`src/rtl/lane_sum_pkg.sv`:
```
// Shared types and the per-lane reduction step used by lane_sum_acc.
// The step works on a fixed-width word; the accumulator lives in its low out_w bits.
package lane_sum_pkg;

  localparam int unsigned STEP_W = 64;

  typedef enum logic [1:0] {
    MODE_USUM = 2'b00,
    MODE_SSUM = 2'b01,
    MODE_POPC = 2'b10,
    MODE_MAX  = 2'b11
  } mode_t;

  typedef enum logic [1:0] {
    IDLE = 2'b00,
    BUSY = 2'b01,
    DONE = 2'b10
  } state_t;

  typedef logic [STEP_W-1:0] step_word_t;

  typedef struct packed {
    logic       ovf;
    step_word_t acc;
  } step_t;

  // Fold one lane into the accumulator; operands are pre-extended to out_w bits.
  function automatic step_t fold_step(
    input mode_t       mode,
    input step_word_t  acc,
    input step_word_t  lane_zx,
    input step_word_t  lane_sx,
    input step_word_t  lane_pc,
    input int unsigned out_w
  );
    logic [STEP_W:0] sum;
    step_word_t      mask;
    step_word_t      res;
    logic            sa;
    logic            sb;
    logic            sr;
    step_t           r;
    mask  = (out_w >= STEP_W) ? '1 : ((STEP_W'(1) << out_w) - STEP_W'(1));
    sum   = '0;
    res   = '0;
    sa    = 1'b0;
    sb    = 1'b0;
    sr    = 1'b0;
    r.acc = acc;
    r.ovf = 1'b0;
    case (mode)
      MODE_USUM: begin
        sum   = {1'b0, acc} + {1'b0, lane_zx};
        r.acc = sum[STEP_W-1:0] & mask;
        r.ovf = (sum >> out_w) != '0;
      end
      MODE_SSUM: begin
        sum   = {1'b0, acc} + {1'b0, lane_sx};
        res   = sum[STEP_W-1:0] & mask;
        sa    = ((acc >> (out_w - 1)) & STEP_W'(1)) != '0;
        sb    = ((lane_sx >> (out_w - 1)) & STEP_W'(1)) != '0;
        sr    = ((res >> (out_w - 1)) & STEP_W'(1)) != '0;
        r.acc = res;
        r.ovf = (sa == sb) && (sr != sa);
      end
      MODE_POPC: r.acc = (acc + lane_pc) & mask;
      MODE_MAX:  r.acc = (lane_zx > acc) ? lane_zx : acc;
      default:   r.acc = acc;
    endcase
    return r;
  endfunction

endpackage

```
`src/rtl/lane_sum_acc_fold.sv`:
```
// Combinational fold of one group of lanes into the running accumulator,
// lowest-numbered lane first; the overflow bit is the OR over the group.
module lane_fold
  import lane_sum_pkg::*;
#(
  parameter int unsigned LANE_W        = 8,
  parameter int unsigned LANES_PER_CYC = 1,
  parameter int unsigned OUT_W         = 32
) (
  input  logic [LANES_PER_CYC*LANE_W-1:0] lanes_i,
  input  logic [OUT_W-1:0]                acc_i,
  input  mode_t                           mode_i,
  output logic [OUT_W-1:0]                acc_c,
  output logic                            ovf_c
);

  step_word_t        acc;
  step_word_t        lane_zx;
  step_word_t        lane_sx;
  step_word_t        lane_pc;
  step_t             st;
  logic [LANE_W-1:0] lane;
  logic [OUT_W-1:0]  lane_ext;
  logic              ovf;

  always_comb begin
    acc      = STEP_W'(acc_i);
    ovf      = 1'b0;
    lane     = '0;
    lane_ext = '0;
    lane_zx  = '0;
    lane_sx  = '0;
    lane_pc  = '0;
    st       = '0;
    for (int i = 0; i < int'(LANES_PER_CYC); i++) begin
      lane     = lanes_i[i*LANE_W +: LANE_W];
      lane_ext = OUT_W'($signed(lane));
      lane_zx  = STEP_W'(lane);
      lane_sx  = STEP_W'(lane_ext);
      lane_pc  = STEP_W'($countones(lane));
      st       = fold_step(mode_i, acc, lane_zx, lane_sx, lane_pc, OUT_W);
      acc      = st.acc;
      ovf      = ovf | st.ovf;
    end
    acc_c = OUT_W'(acc);
    ovf_c = ovf;
  end

endmodule

```
`src/rtl/lane_sum_acc.sv`:
```
// Multi-cycle lane reducer: captures a word on start, folds LANES_PER_CYC lanes
// per BUSY cycle, and presents the result with finish while start is held.
module lane_sum_acc
  import lane_sum_pkg::*;
#(
  parameter int unsigned DATA_W        = 32,
  parameter int unsigned LANE_W        = 8,
  parameter int unsigned LANES_PER_CYC = 1,
  parameter int unsigned OUT_W         = 32
) (
  input  logic              clk,
  input  logic              rst,
  input  logic              start,
  input  logic [1:0]        mode,
  input  logic [DATA_W-1:0] in,
  output logic              finish,
  output logic              busy,
  output logic [OUT_W-1:0]  result,
  output logic              ovf
);

  localparam int unsigned NUM_LANES = DATA_W / LANE_W;
  localparam int unsigned NUM_CYC   = NUM_LANES / LANES_PER_CYC;
  localparam int unsigned GRP_W     = LANES_PER_CYC * LANE_W;
  localparam int unsigned IDX_W     = (NUM_CYC > 1) ? $clog2(NUM_CYC) : 1;

  if (DATA_W % LANE_W != 0) begin : g_bad_lane_w
    $error("lane_sum_acc: DATA_W must be a multiple of LANE_W");
  end
  if (NUM_LANES % LANES_PER_CYC != 0) begin : g_bad_lpc
    $error("lane_sum_acc: NUM_LANES must be a multiple of LANES_PER_CYC");
  end
  if (OUT_W < LANE_W || OUT_W < $clog2(DATA_W + 1) || OUT_W > STEP_W) begin : g_bad_out_w
    $error("lane_sum_acc: OUT_W out of range");
  end

  state_t            state_q, state_d;
  logic [DATA_W-1:0] opnd_q, opnd_d;
  mode_t             mode_q, mode_d;
  logic [OUT_W-1:0]  acc_q, acc_d;
  logic              run_ovf_q, run_ovf_d;
  logic [IDX_W-1:0]  idx_q, idx_d;
  logic              busy_q, busy_d;
  logic              finish_q, finish_d;
  logic [OUT_W-1:0]  result_q, result_d;
  logic              ovf_q, ovf_d;
  logic [OUT_W-1:0]  fold_acc;
  logic              fold_ovf;
  logic              last_grp;

  // The operand shifts down each BUSY cycle, so the next group is always at the bottom.
  lane_fold #(
    .LANE_W        (LANE_W),
    .LANES_PER_CYC (LANES_PER_CYC),
    .OUT_W         (OUT_W)
  ) u_fold (
    .lanes_i (opnd_q[GRP_W-1:0]),
    .acc_i   (acc_q),
    .mode_i  (mode_q),
    .acc_c   (fold_acc),
    .ovf_c   (fold_ovf)
  );

  assign last_grp = (idx_q == IDX_W'(NUM_CYC - 1));

  always_ff @(posedge clk or posedge rst) begin
    if (rst) state_q <= IDLE;
    else     state_q <= state_d;
  end

  // Dropping start anywhere returns to IDLE; abort wins over the last group.
  always_comb begin
    state_d = state_q;
    case (state_q)
      IDLE:    if (start) state_d = BUSY;
      BUSY: begin
        if (!start)        state_d = IDLE;
        else if (last_grp) state_d = DONE;
      end
      DONE:    if (!start) state_d = IDLE;
      default: state_d = IDLE;
    endcase
  end

  // Outputs lag the state by one edge; result and ovf load only as finish rises.
  always_comb begin
    opnd_d    = opnd_q;
    mode_d    = mode_q;
    acc_d     = acc_q;
    run_ovf_d = run_ovf_q;
    idx_d     = idx_q;
    result_d  = result_q;
    ovf_d     = ovf_q;
    busy_d    = (state_q == BUSY) && start;
    finish_d  = (state_q == DONE) && start;
    case (state_q)
      IDLE: begin
        if (start) begin
          opnd_d    = in;
          mode_d    = mode_t'(mode);
          acc_d     = '0;
          run_ovf_d = 1'b0;
          idx_d     = '0;
        end
      end
      BUSY: begin
        if (start) begin
          opnd_d    = opnd_q >> GRP_W;
          acc_d     = fold_acc;
          run_ovf_d = run_ovf_q | fold_ovf;
          idx_d     = idx_q + IDX_W'(1);
        end
      end
      DONE: begin
        if (start && !finish_q) begin
          result_d = acc_q;
          ovf_d    = run_ovf_q;
        end
      end
      default: ;
    endcase
  end

  always_ff @(posedge clk or posedge rst) begin
    if (rst) begin
      opnd_q    <= '0;
      mode_q    <= MODE_USUM;
      acc_q     <= '0;
      run_ovf_q <= 1'b0;
      idx_q     <= '0;
      busy_q    <= 1'b0;
      finish_q  <= 1'b0;
      result_q  <= '0;
      ovf_q     <= 1'b0;
    end else begin
      opnd_q    <= opnd_d;
      mode_q    <= mode_d;
      acc_q     <= acc_d;
      run_ovf_q <= run_ovf_d;
      idx_q     <= idx_d;
      busy_q    <= busy_d;
      finish_q  <= finish_d;
      result_q  <= result_d;
      ovf_q     <= ovf_d;
    end
  end

  assign busy   = busy_q;
  assign finish = finish_q;
  assign result = result_q;
  assign ovf    = ovf_q;

endmodule
```
`config.mk`:
```
export PLATFORM = sky130hd
export DESIGN_NAME = lane_sum_acc
export DESIGN_NICKNAME = d
export VERILOG_FILES = /design/src/rtl/lane_sum_pkg.sv /design/src/rtl/lane_sum_acc_fold.sv /design/src/rtl/lane_sum_acc.sv
export SDC_FILE = /design/constraint.sdc
export NUM_CORES = 1
export LEC_CHECK = 0
export BUFFER_PORTS_ARGS = -buffer_cell sky130_fd_sc_hd__buf_4
export CAP_MARGIN = 5
export CORE_ASPECT_RATIO = 0.75
export CORE_MARGIN = 2
export CORE_UTILIZATION = 41
export DETAILED_ROUTE_END_ITERATION = 10
export PLACE_DENSITY_LB_ADDON = 0.08
export RECOVER_POWER = 100
export SYNTH_ARGS = -nofsm -noshare
export SYNTH_HDL_FRONTEND = slang
export SYNTH_SLANG_ARGS = --single-unit
```
`constraint.sdc`:
```
create_clock -name clk -period 5.2 [get_ports clk]
set_input_delay 0.26 -clock clk [delete_from_list [all_inputs] [get_ports clk]]
set_output_delay 0.26 -clock clk [all_outputs]
set_load 0.02 [all_outputs]
```
==> reports/qor.csv <==
metric,value,unit
die_height,126.3,um
clock_path_buffers,2,
clk_pin_slew_worst_paths,0.09,ns
die_x,167.0,um
power.density,393.1,nW/um^2
cp_cell_sequence,ha_1 -> inv_1 -> fa_1 -> fa_1 -> fa_1 -> inv_1 -> fa_1 -> a21o_1 -> a21oi_1 -> nor4_1 -> nand3_1 -> xnor2_1 -> a22o_1 -> and3_1 -> a221o_1,
core,19430,sq um
cts_root_buffer,clkbuf_16,
period_share,0.8817,
place_congestion,0.8698,
die-area,21090,sq um
crit_path_start_kind,flip-flop,
min_period,4.585,ns
n_fill_cell,1982,
final_nets,1059,
setup_viol_count_final,0,
grt_pass1_wl,38480,um
synth_area_per_cell,8.695,sq um
dp_hpwl,17120,um
worstReg2RegStart,opnd_q[1]$_DFFE_PP0P_,
cts_tree,yes,
power_leakage,4.050,nW
yosysWarnings,0,
fmax,0.2181,GHz
cp_common_cell,fa_1,
status,finished with violations,
wirelength,23820,um
hold_buffers,0,
async_flop_share,1.000,
num_vias,7153,
area_growth,9.844,%
layout.cells.non_filler,1225,
antenna_cells,0,
final_common_cell,nand2_1,
ant_nets,0,
grt_pass1_vias,6805,
postCtsSetupRepairBufs,0,
required,5.45,ns
clock_skew,0.01521,ns
grt.overflow.total,0,
num_rows,44,
antenna_found_initial,0,
crit_path_start,opnd_q[1]$_DFFE_PP0P_,
ys_seq_area_frac,0.3246,
via_per_inst,5.839,
maxSlewViolCount,157,
htree_levels,3,
drc_errors,0,
max_cap_violations,3,
synth_enable_flop_cells,0,
dr.pass1.iters,6,
final_area,8977,sq um
fin_tns_setup,0,ns
post-place-cells,1209,
grt_start_max_net_pins,62,
synth-main-ff-cell,dfrtp_1,
synth_seq_cells,106,
grtUsageTotal,0.2292,
numCtsBuffers,9,
io_pins,72,
path_max_fanout,6,
hp-class,in -> reg,
crit_path_end_kind,flip-flop,
vdd_drop_max,191.3,uV
violations,"capacitance limit, slew limit",
arrival,4.83,ns
cts_resized,0,
placed_cell_area,8826,sq um
layout_setup_ws,0.6153,ns
relSlewSlack,-1.227,
synth_cell_types,80,
seq_area,2653,sq um
grt_setup_unrepaired,no,
layout_common_cells,"nand2_1, dfrtp_1, o21ai_0, a21oi_1, nor2_1",
crit_type,reg -> reg,
multi_input_area,5077,sq um
clk_latency,0.37,ns
place_ws,0.6503,ns
wl_per_cell,19.45,um
first_iter_violations,545,
finalHoldViolations,0,
syn_area,8173,sq um
synth_cells,940,
io_buffer_count,71,
worst_pin_slew,3.334,ns
numClockSinks,106,
hold_start,in[31],
syn-num-nets,1032,
slowest_stage,nor4_1,
start_util,0.4206,
layout-drive-gt1-share,0.1204,
cpPeakStageDelay,0.69,ns
area by class of cell:
type	instances	area share
multi-input cells	730	0.5656
flip-flops and latches	106	0.2955
repair buffers	82	0.05240
well taps	253	0.03526
clock buffers	9	0.02509
inverters	38	0.01603
clock inverters	7	0.01017
through the flow:
stage	power [mW]	utilization	hold WS, ns
2_1_floorplan	2.354	-	0.3768
3_3_place_gp	2.803	0.4542	0.4570
3_5_place_dp	2.806	0.4542	0.4647
4_1_cts	3.553	0.4704	0.06135
5_1_grt	3.791	0.4620	0.08397
6_report	3.529	0.4620	0.09585
registers in the layout (all words and copies together) (netlist names):
signal	cells
state_q	2
run_ovf_q	1
result	32
finish	1
mode_q	2
idx_q	2
opnd_q	32
ovf	1
busy	1
acc_q	32
Yosys cell counts (all sizes together), types with 8 or more instances:
master  count  area [sq um]
nand2     109         416.7
dfrtp     106          2653
o21ai      86         434.2
a21oi      54         270.3
nor2       52         195.2
ha         48         600.6
clkbuf     37         138.9
inv        37         138.9
mux2       35         394.1
mux2i      31         310.3
buf        29         160.2
nand3      27         135.1
xnor2      24         210.2
a21o       23         172.7
a22o       21         183.9
xor2       20         175.2
nor3       17         85.08
nand4      14         108.9
nor4       13         96.34
nor2b      12         75.07
a31oi      11         75.07
and3       10         67.56
o211ai     10         75.07
nand2b      8         50.05
o21a        8         60.06
layer usage:
metal	part of all wire	track usage
met5	0	0
met4	0.0093	0.04665
met3	0.062	0.04651
met2	0.40	0.3065
met1	0.53	0.3723
critical path, delay by kind of cell, from the launching register on:
family | cells | cell delay (ns)
AOI/OAI and AO/OA | 4 | 0.77
adders and majority gates | 5 | 1.91
xor gates and xnor gates | 1 | 0.16
buffers and inverters | 2 | 0.13
and+or+nand+nor | 3 | 1.03
DFF | 1 | 0.48
cells by family after synthesis:
group,after synthesis,synth area share
AOI/OAI and AO/OA,275,0.2205
xor gates and xnor gates,44,0.04715
adders and majority gates,55,0.09063
buffers and inverters,104,0.05404
DFF,106,0.3246
muxes,66,0.08619
and+or+nand+nor,290,0.1770
path summary, 6_finish.rpt:
| path | endpoint | slack (ns) | cells after the start |
|---|---|---|---|
| hold reg to reg | idx_q[1]$_DFFE_PP0P_ | 0.48 | 2 |
| hold / removal | opnd_q[31]$_DFFE_PP0P_ | 0.1 | 2 |
| setup / recovery | acc_q[16]$_DFFE_PP0P_ | 0.62 | 15 |
| max in group asynchronous | acc_q[12]$_DFFE_PP0P_ | 2.31 | 3 |
| setup reg to reg | acc_q[16]$_DFFE_PP0P_ | 0.62 | 15 |
| min in group asynchronous | opnd_q[28]$_DFFE_PP0P_ | 0.65 | 2 |
power breakdown:
group	total (mW)	leakage [nW]	switching [mW]	internal [mW]
Sequential	1.21	1.41	0.262	0.952
Combinational	1.59	2.49	0.946	0.644
Clock	0.725	0.151	0.379	0.346
Total	3.53	4.05	1.59	1.94
No activity file was read; power rests on OpenSTA's default activity.
